==> config.mk <==
export PLATFORM = sky130hd
export DESIGN_NAME = fib_tree_walker
export DESIGN_NICKNAME = d
export VERILOG_FILES = /design/src/rtl/fib_tree_walker.sv
export SDC_FILE = /design/constraint.sdc
export NUM_CORES = 1
export LEC_CHECK = 0
export CAP_MARGIN = 20
export CORE_ASPECT_RATIO = 1.25
export CORE_MARGIN = 5
export CORE_UTILIZATION = 44
export CTS_BUF_LIST = sky130_fd_sc_hd__clkbuf_16
export CTS_CLUSTER_SIZE = 30
export DETAILED_ROUTE_END_ITERATION = 6
export PLACE_DENSITY_LB_ADDON = 0.12
export REMOVE_ABC_BUFFERS = 1
export SYNTH_ARGS = -nofsm -noshare
export SYNTH_HDL_FRONTEND = slang
export SYNTH_SLANG_ARGS = --single-unit
export TNS_END_PERCENT = 20
==> constraint.sdc <==
create_clock -name clk_in -period 3.5 [get_ports clk_in]
set_input_delay 0.7 -clock clk_in [delete_from_list [all_inputs] [get_ports clk_in]]
set_output_delay 0.7 -clock clk_in [all_outputs]
set_load 0.01 [all_outputs]
==> src/rtl/fib_tree_walker.sv <==
// FIB binary-search-tree lookup engine: walks node records from node storage and reports hit/miss.
// Optional depth guard against pointer loops: define FIB_WALK_DEPTH_GUARD_EN.
module fib_tree_walker #(
  parameter  int unsigned WORD_SIZE    = 16,
  parameter  int unsigned POINTER_SIZE = 16,
  parameter  int unsigned MAX_DEPTH    = 16,
  localparam int unsigned DEPTH_W      = $clog2(MAX_DEPTH + 1)
) (
  input  logic                    clk_in,
  input  logic                    rst_in,
  input  logic                    lookup_valid_in,
  output logic                    lookup_ready_out,
  input  logic [WORD_SIZE-1:0]    lookup_key_in,
  input  logic [POINTER_SIZE-1:0] root_pointer_in,
  output logic                    node_rd_en_out,
  output logic [POINTER_SIZE-1:0] node_addr_out,
  input  logic [WORD_SIZE-1:0]    node_data_word_in,
  input  logic                    node_valid_bit_in,
  input  logic [POINTER_SIZE-1:0] left_pointer_in,
  input  logic [POINTER_SIZE-1:0] right_pointer_in,
  input  logic                    left_pointer_valid_bit_in,
  input  logic                    right_pointer_valid_bit_in,
  output logic                    result_valid_out,
  input  logic                    result_ready_in,
  output logic                    result_hit_out,
  output logic [POINTER_SIZE-1:0] result_pointer_out,
  output logic [DEPTH_W-1:0]      result_depth_out,
  output logic                    result_error_out
);

  localparam logic [DEPTH_W-1:0] DEPTH_SAT   = '1;
  localparam logic [DEPTH_W-1:0] DEPTH_LIMIT = DEPTH_W'(MAX_DEPTH);

  typedef enum logic [1:0] {
    IDLE  = 2'd0,
    FETCH = 2'd1,
    CHECK = 2'd2,
    DONE  = 2'd3
  } state_t;

  typedef struct packed {
    logic                    hit;
    logic [POINTER_SIZE-1:0] ptr;
    logic [DEPTH_W-1:0]      depth;
    logic                    err;
  } result_t;

  state_t                  state_q, state_d;
  logic [WORD_SIZE-1:0]    key_q, key_d;
  logic [POINTER_SIZE-1:0] ptr_q, ptr_d;
  logic [DEPTH_W-1:0]      depth_q, depth_d;
  result_t                 res_q, res_d;

  logic                    ready_q;
  logic                    rd_en_q;
  logic [POINTER_SIZE-1:0] addr_q;
  logic                    res_valid_q;

  logic                    go_left;
  logic [POINTER_SIZE-1:0] child_ptr;
  logic                    child_valid;
  logic                    at_depth_limit;

  // Child selection from the node record currently on the storage bus
  assign go_left     = (key_q < node_data_word_in);
  assign child_ptr   = go_left ? left_pointer_in : right_pointer_in;
  assign child_valid = go_left ? left_pointer_valid_bit_in : right_pointer_valid_bit_in;

`ifdef FIB_WALK_DEPTH_GUARD_EN
  assign at_depth_limit = (depth_q == DEPTH_LIMIT);
`else
  assign at_depth_limit = 1'b0;
`endif

  // State register
  always_ff @(posedge clk_in) begin
    if (rst_in) begin
      state_q <= IDLE;
    end else begin
      state_q <= state_d;
    end
  end

  // Next-state and walk datapath
  always_comb begin
    state_d   = state_q;
    key_d     = key_q;
    ptr_d     = ptr_q;
    depth_d   = depth_q;
    res_d.hit   = 1'b0;
    res_d.ptr   = ptr_q;
    res_d.depth = depth_q;
    res_d.err   = 1'b0;

    case (state_q)
      IDLE: begin
        if (lookup_valid_in) begin
          key_d   = lookup_key_in;
          ptr_d   = root_pointer_in;
          depth_d = '0;
          state_d = FETCH;
        end
      end

      FETCH: begin
        depth_d = (depth_q == DEPTH_SAT) ? depth_q : depth_q + DEPTH_W'(1);
        state_d = CHECK;
      end

      CHECK: begin
        if (!node_valid_bit_in) begin
          state_d = DONE;
        end else if (key_q == node_data_word_in) begin
          res_d.hit = 1'b1;
          state_d   = DONE;
        end else if (!child_valid) begin
          state_d = DONE;
        end else if (at_depth_limit) begin
          // A further descent at the limit is treated as a pointer loop
          res_d.err = 1'b1;
          state_d   = DONE;
        end else begin
          ptr_d   = child_ptr;
          state_d = FETCH;
        end
      end

      DONE: begin
        if (result_ready_in) begin
          state_d = IDLE;
        end
      end

      default: begin
        state_d = IDLE;
      end
    endcase
  end

  // Walk context and registered outputs, all derived from the next state
  always_ff @(posedge clk_in) begin
    if (rst_in) begin
      key_q       <= '0;
      ptr_q       <= '0;
      depth_q     <= '0;
      ready_q     <= 1'b0;
      rd_en_q     <= 1'b0;
      addr_q      <= '0;
      res_valid_q <= 1'b0;
      res_q       <= '0;
    end else begin
      key_q       <= key_d;
      ptr_q       <= ptr_d;
      depth_q     <= depth_d;
      ready_q     <= (state_d == IDLE);
      rd_en_q     <= (state_d == FETCH);
      res_valid_q <= (state_d == DONE);
      if (state_d == FETCH) begin
        addr_q <= ptr_d;
      end
      // Result fields only change when a new lookup completes
      if ((state_q == CHECK) && (state_d == DONE)) begin
        res_q <= res_d;
      end
    end
  end

  assign lookup_ready_out   = ready_q;
  assign node_rd_en_out     = rd_en_q;
  assign node_addr_out      = addr_q;
  assign result_valid_out   = res_valid_q;
  assign result_hit_out     = res_q.hit;
  assign result_pointer_out = res_q.ptr;
  assign result_depth_out   = res_q.depth;
  assign result_error_out   = res_q.err;

endmodule

* After elaboration in Yosys (flattened, before gate mapping)
Cells that the tools add are included.
** Storage, ports and cells
- Output and inout bits :: 42
- Input port bits :: 87
- Register bits :: 80
- Logic and storage cells :: 47
** Cells by class
- Mux-type cells :: 19
- Reduce and logical (&&, ||, !) cells :: 6
- Magnitude comparators :: 1
- Add/sub/neg operators :: 1
- Equality and inequality tests :: 9
** Operators with widths (count)
- 2-to-1 mux 16 bit :: 5
- case mux 16 bit (2 select lines) :: 1
- equality test 16 bit :: 1
- less-than comparator 16 bit :: 1
- 2-to-1 mux 2 bit :: 5
- 2-to-1 mux 5 bit :: 2
- case mux 5 bit (2 select lines) :: 1
- case mux 2 bit (4 select lines) :: 1
- equality test 2 bit, second input constant :: 3
- adder 5 x 1 -> 5 bit, second input constant :: 1
- equality test 5 bit, second input constant :: 1
- equality test 2 x 1 -> 1 bit, second input constant :: 2
- logical NOT 2 bit :: 2
- 2-to-1 mux 1 bit :: 4
- inequality test 2 bit, second input constant :: 2
- AND reduction 3 bit :: 1
- AND reduction 2 bit :: 1
- nonzero test 2 bit :: 1
- logical AND 1 bit :: 1

* Longest topological paths before layout
Gate-level depths: netlist of run 1.
- Word-level depth :: 8
- Mapped depth :: 12
- Gate-level depth less buffers :: 9

* Least setup slack after synthesis of run 1
OpenSTA, ideal clock, no wires.
- Path kind :: input-to-reg
- From :: input node_data_word_in[11]
- To :: register ptr_q[14]
- Arrival time :: 2764 ps
- Required time :: 3367 ps
- Setup slack :: 604 ps
- Buffers on the path :: 3
- Setup time :: 133 ps
- Cell stages on the path :: 12
- Path through :: inv_1 ha_1 a21oi_2 o21ai_1 a211o_1 or3_1 buf_6 or2_1 buf_6 buf_12 o211ai_2 a31oi_1
** Between the ends
- Word-level cells in the longest chain between the ends :: 6
- Elaborated cells between the ends (all ways) :: 8
- Those cells by class :: order compare (1); eq/ne (1); mux (6)
** RTL lines
- start, declared :: RTL line 17 : input logic [WORD_SIZE-1:0] node_data_word_in,
- less-than comparator 16 bit :: RTL line 65 : assign go_left = (key_q < node_data_word_in);
- 2-to-1 mux 16 bit or 2-to-1 mux 1 bit (tied branches) :: RTL line 66, 67
- 2-to-1 mux 16 bit :: RTL line 116 : end else if (!child_valid) begin
- 2-to-1 mux 16 bit * :: RTL line 113 : end else if (key_q == node_data_word_in) begin
- 2-to-1 mux 16 bit * :: RTL line 111 : if (!node_valid_bit_in) begin
- case mux 16 bit (2 select lines) * :: RTL line 95 : case (state_q)
- end signal, assigned :: RTL line 153 : ptr_q <= ptr_d;
- end, declared :: RTL line 50 : logic [POINTER_SIZE-1:0] ptr_q, ptr_d;
Mark *: on every way between the ends. The rest lies on a longest branch, timed or not.
A chain may end at the register's enable or synchronous reset.

* Final worst setup path of run 1
- From :: input node_data_word_in[3]
- To :: register addr_q[14], in the netlist node_addr_out[14]
** Between the ends
- Word-level cells in the longest chain between the ends :: 7
- Elaborated cells between the ends (all ways) :: 13
- Those cells by class :: order compare (1); eq/ne (2); mux (10)
** RTL lines
- less-than comparator 16 bit :: RTL line 65
- 2-to-1 mux 1 bit :: RTL line 67 : assign child_valid = go_left ? left_pointer_valid_bit_in : right_pointer_valid_bit_in;
- 2-to-1 mux 2 bit :: RTL line 116
- 2-to-1 mux 2 bit :: RTL line 113
- 2-to-1 mux 2 bit :: RTL line 111
- case mux 2 bit (4 select lines) :: RTL line 95
- equality test 2 x 1 -> 1 bit :: RTL line 158 : if (state_d == FETCH) begin
- end signal, assigned :: RTL line 159 : addr_q <= ptr_d;
- end, declared :: RTL line 56 : logic [POINTER_SIZE-1:0] addr_q;
Several ways; a longest one is shown, not always the timed one.

==> results of run 1 <==
sequential cells by signal, summed over array words and instances (netlist names):
| name | count |
|---|---|
| result_hit_out | 1 |
| result_valid_out | 1 |
| node_addr_out | 16 |
| key_q | 16 |
| result_pointer_out | 16 |
| depth_q | 5 |
| ptr_q | 16 |
| result_depth_out | 5 |
| lookup_ready_out | 1 |
| node_rd_en_out | 1 |
| state_q | 2 |
tightest hold or removal path: stages, from the launching register on:
cell and delay (ps):
dfxtp_1 300, nand2_1 50, a21oi_1 50
metal layers:
layer  share of wire [%]  track usage (%)  vias up  wire [µm]
met5                   0                0        -          0
met1                  43             24.5     1595       4540
met4                 1.8             7.33        0        194
met2                  48             32.7      119       5080
li1                    -                -     1782          -
met3                 7.2             5.54       12        757
path summary, 6_finish.rpt:
| check | end | slack [ps] | cells past startpoint |
|---|---|---|---|
| max | node_addr_out[14] | 290 | 10 |
| min reg2reg | node_addr_out[7] | 450 | 2 |
| min | node_addr_out[7] | 450 | 2 |
| max reg2reg | result_pointer_out[8] | 870 | 9 |
synthesized netlist by cell type (2+ instances only):
library cell and n:
nor2b_1 4, buf_6 5, nand2_1 58, buf_4 3
a222oi_1 9, ha_1 18, and3_1 2, a32oi_1 5
clkbuf_1 18, or3_1 2, a21oi_1 46, a22oi_1 8
a211oi_1 4, o221ai_1 2, mux2i_1 22, inv_1 23
a31oi_1 6, nand2b_1 19, nand3b_1 2, nor2_1 37
a21oi_2 2, a21o_1 2, o21ai_0 3, dfxtp_1 80
nor3_1 3, o211ai_2 10, o211ai_1 5, nand3_1 2
or2_2 2, nand4_1 5
stage by stage:
stage	worst slack [ps]	instances	utilization (%)	total power [mW]	hold slack, ps
6_report	291	658	63.7	2.34	455
5_1_grt	107	658	63.7	2.45	478
4_1_cts	292	658	63.7	2.37	456
3_5_place_dp	-42.8	642	60.4	1.46	450
3_3_place_gp	57.0	642	60.4	1.45	445
2_1_floorplan	249	401	-	1.21	430
cells by family after synthesis:
kind of cell    count (synthesis)  share of synthesized area [%]
other cells                     1                         0.0984
compound gates                113                           21.5
simple gates                  143                           17.6
fa+ha+maj                      18                           5.91
mux                            23                           6.08
buf+inv                        51                           6.76
flops                          80                           42.0
where the power goes:
part           switching [mW]  internal [mW]  total, mW
sequential             0.0395          0.963       1.00
clock                   0.360          0.546      0.905
combinational           0.206          0.227      0.434
area by class of cell:
type / instances / area [µm²] / share of cell area, %
clock buffers: 9 / 225 / 4.13
well taps: 100 / 125 / 2.29
repair buffers: 141 / 1400 / 25.6
clock inverters: 7 / 63.8 / 1.17
multi-input cells: 298 / 1960 / 35.9
inverters: 23 / 86.3 / 1.58
flip-flops and latches: 80 / 1600 / 29.4
==> impl_results.md, run 1 <==
- Commonest non-fill, non-tap cell in the layout: clkdlybuf4s50_1
- TritonCTS Buffers: 9
- Routed wire per std cell: 16.1 µm
- Crit-path slowest cell: clkdlybuf4s50_1
- Die Y-Extent: 114 µm
- CP Launch Point: node_data_word_in[3]
- Top FF cell, synth: dfxtp_1
- Crit-path leading delay family: compound AO/OA/AOI/OAI gates
- Crit-path max cell delay: 460 ps
- Vias in the first global route: 3,391
- Maximum vdd drop: 0.314 mV
- Placed cell area: 0.00516 mm²
- I/O pins: 129
- Antenna cells: 0
- Final ANT Viol Nets: 0
- Yosys cell types: 52
- Syn Inst Count: 429
- Crit Path Max Fanout: 7
- Pin count of the biggest net entering global routing: 42
- Cell Chain, Critical Path: clkdlybuf4s50_1 > inv_1 > ha_1 > a21oi_1 > o221ai_1 > o21a_1 > or3_1 > buf_4 > a311o_2 > a32oi_1
- Core area: 0.00856 mm²
- Reg2reg start: key_q[7]
- Bufs and invs on worst path: 3
- WS Path Type: in -> reg
- First-pass GRT wire length: 16.7 mm
- Final slew viol count: 0
- Final Cell Area: 0.00545 mm²
- Vias per inst: 5.33
- Synth-to-layout area growth: 43.2%
- Grt ovf: 0
- TritonCTS Sinks: 80
- Leak Pwr: 2.08 nW
- Setup Fix Bufs, Post-CTS: 0
- Worst Path Arrival: 3460 ps
- Fmax: 312 MHz
- Setup violators final: 0
- H-tree lvl count: 3
- RSZ-0062 raised after global routing: false
- Crit path launch type: primary input
- Average size of a mapped cell: 8.88 µm²
- Yosys reg bits: 80
- Initial Util: 44.5%
- Final HPWL DP: 7.71 mm
- HP Class: reg -> reg
- Fillers: 733
- Buffers on Ports: 127
- Post-cts sizing count: 0
- Synthesized area: 0.00381 mm²
- Worst slew pin tran: 683 ps
- Clk slew on worst S/H paths: 60 ps
- Remaining DRCs: 0
- Post-synth EDFFs: 0
- DRT iter0 DRCs: 244
- Period minus WS final: 3210 ps
- Final nets: 658
- Seq/Total Area, Yosys: 42.0%
- Hold buffers post-CTS: 0
- Fin Setup TNS: 0 ps
- Routability congestion estimate: 0.859
- Worst-Skew Late Latency: 330 ps
- Hold Fails Final Rpt: 0
- Power Density: 429 mW/mm²
- Crit. End Element: flop
- Final WL: 10.6 mm
- Ys Warns: 0
- Layout cells sized above 1: 8.96%
- Worst hold start: node_addr_out[7]
- GRT Total Usage: 19.8%
- Row count: 38
- Area of the die: 0.0106 mm²
- DIE WIDTH: 93.2 µm
- Worst Skew: 6.17 ps
- Initial antenna violation count: 0
- CTS tree: built
- Max-capacitance violation count: 0
- Fin crit share: 91.7%
- Post-synthesis async set-or-reset flop share: 0%
- Maximum clock insertion buffer count: 2
- Post-synth top area share: 42.0%
- Overall via count from detail_route: 3,508
- Most frequent cells in the layout: clkdlybuf4s50_1 (126), dfxtp_1 (80), nand2_1 (58), a21oi_1 (46), nor2_1 (37)
- Root Buffer: clkbuf_16
- Synth area leader: dfxtp_1
- Synth area leaders: dfxtp_1 (42%), a21oi_1 (6.0%), ha_1 (5.9%)
- Relative slew margins: 54.5%
- Worst EP required: 3750 ps
- Drt first pass iters: 7
- Status: completed
(Power assumes the default switching activity.)
==> inputs of run 2 (changes only) <==
Settings changed: CTS_CLUSTER_SIZE 30 to 16.
==> results of run 2 <==
Final layout, timing and power as in run 1 (identical DEF).
==> inputs of run 3 (changes only) <==
Settings changed: TNS_END_PERCENT 20 to 30.
==> results of run 3 <==
Final layout, timing and power as in run 1 (identical DEF).
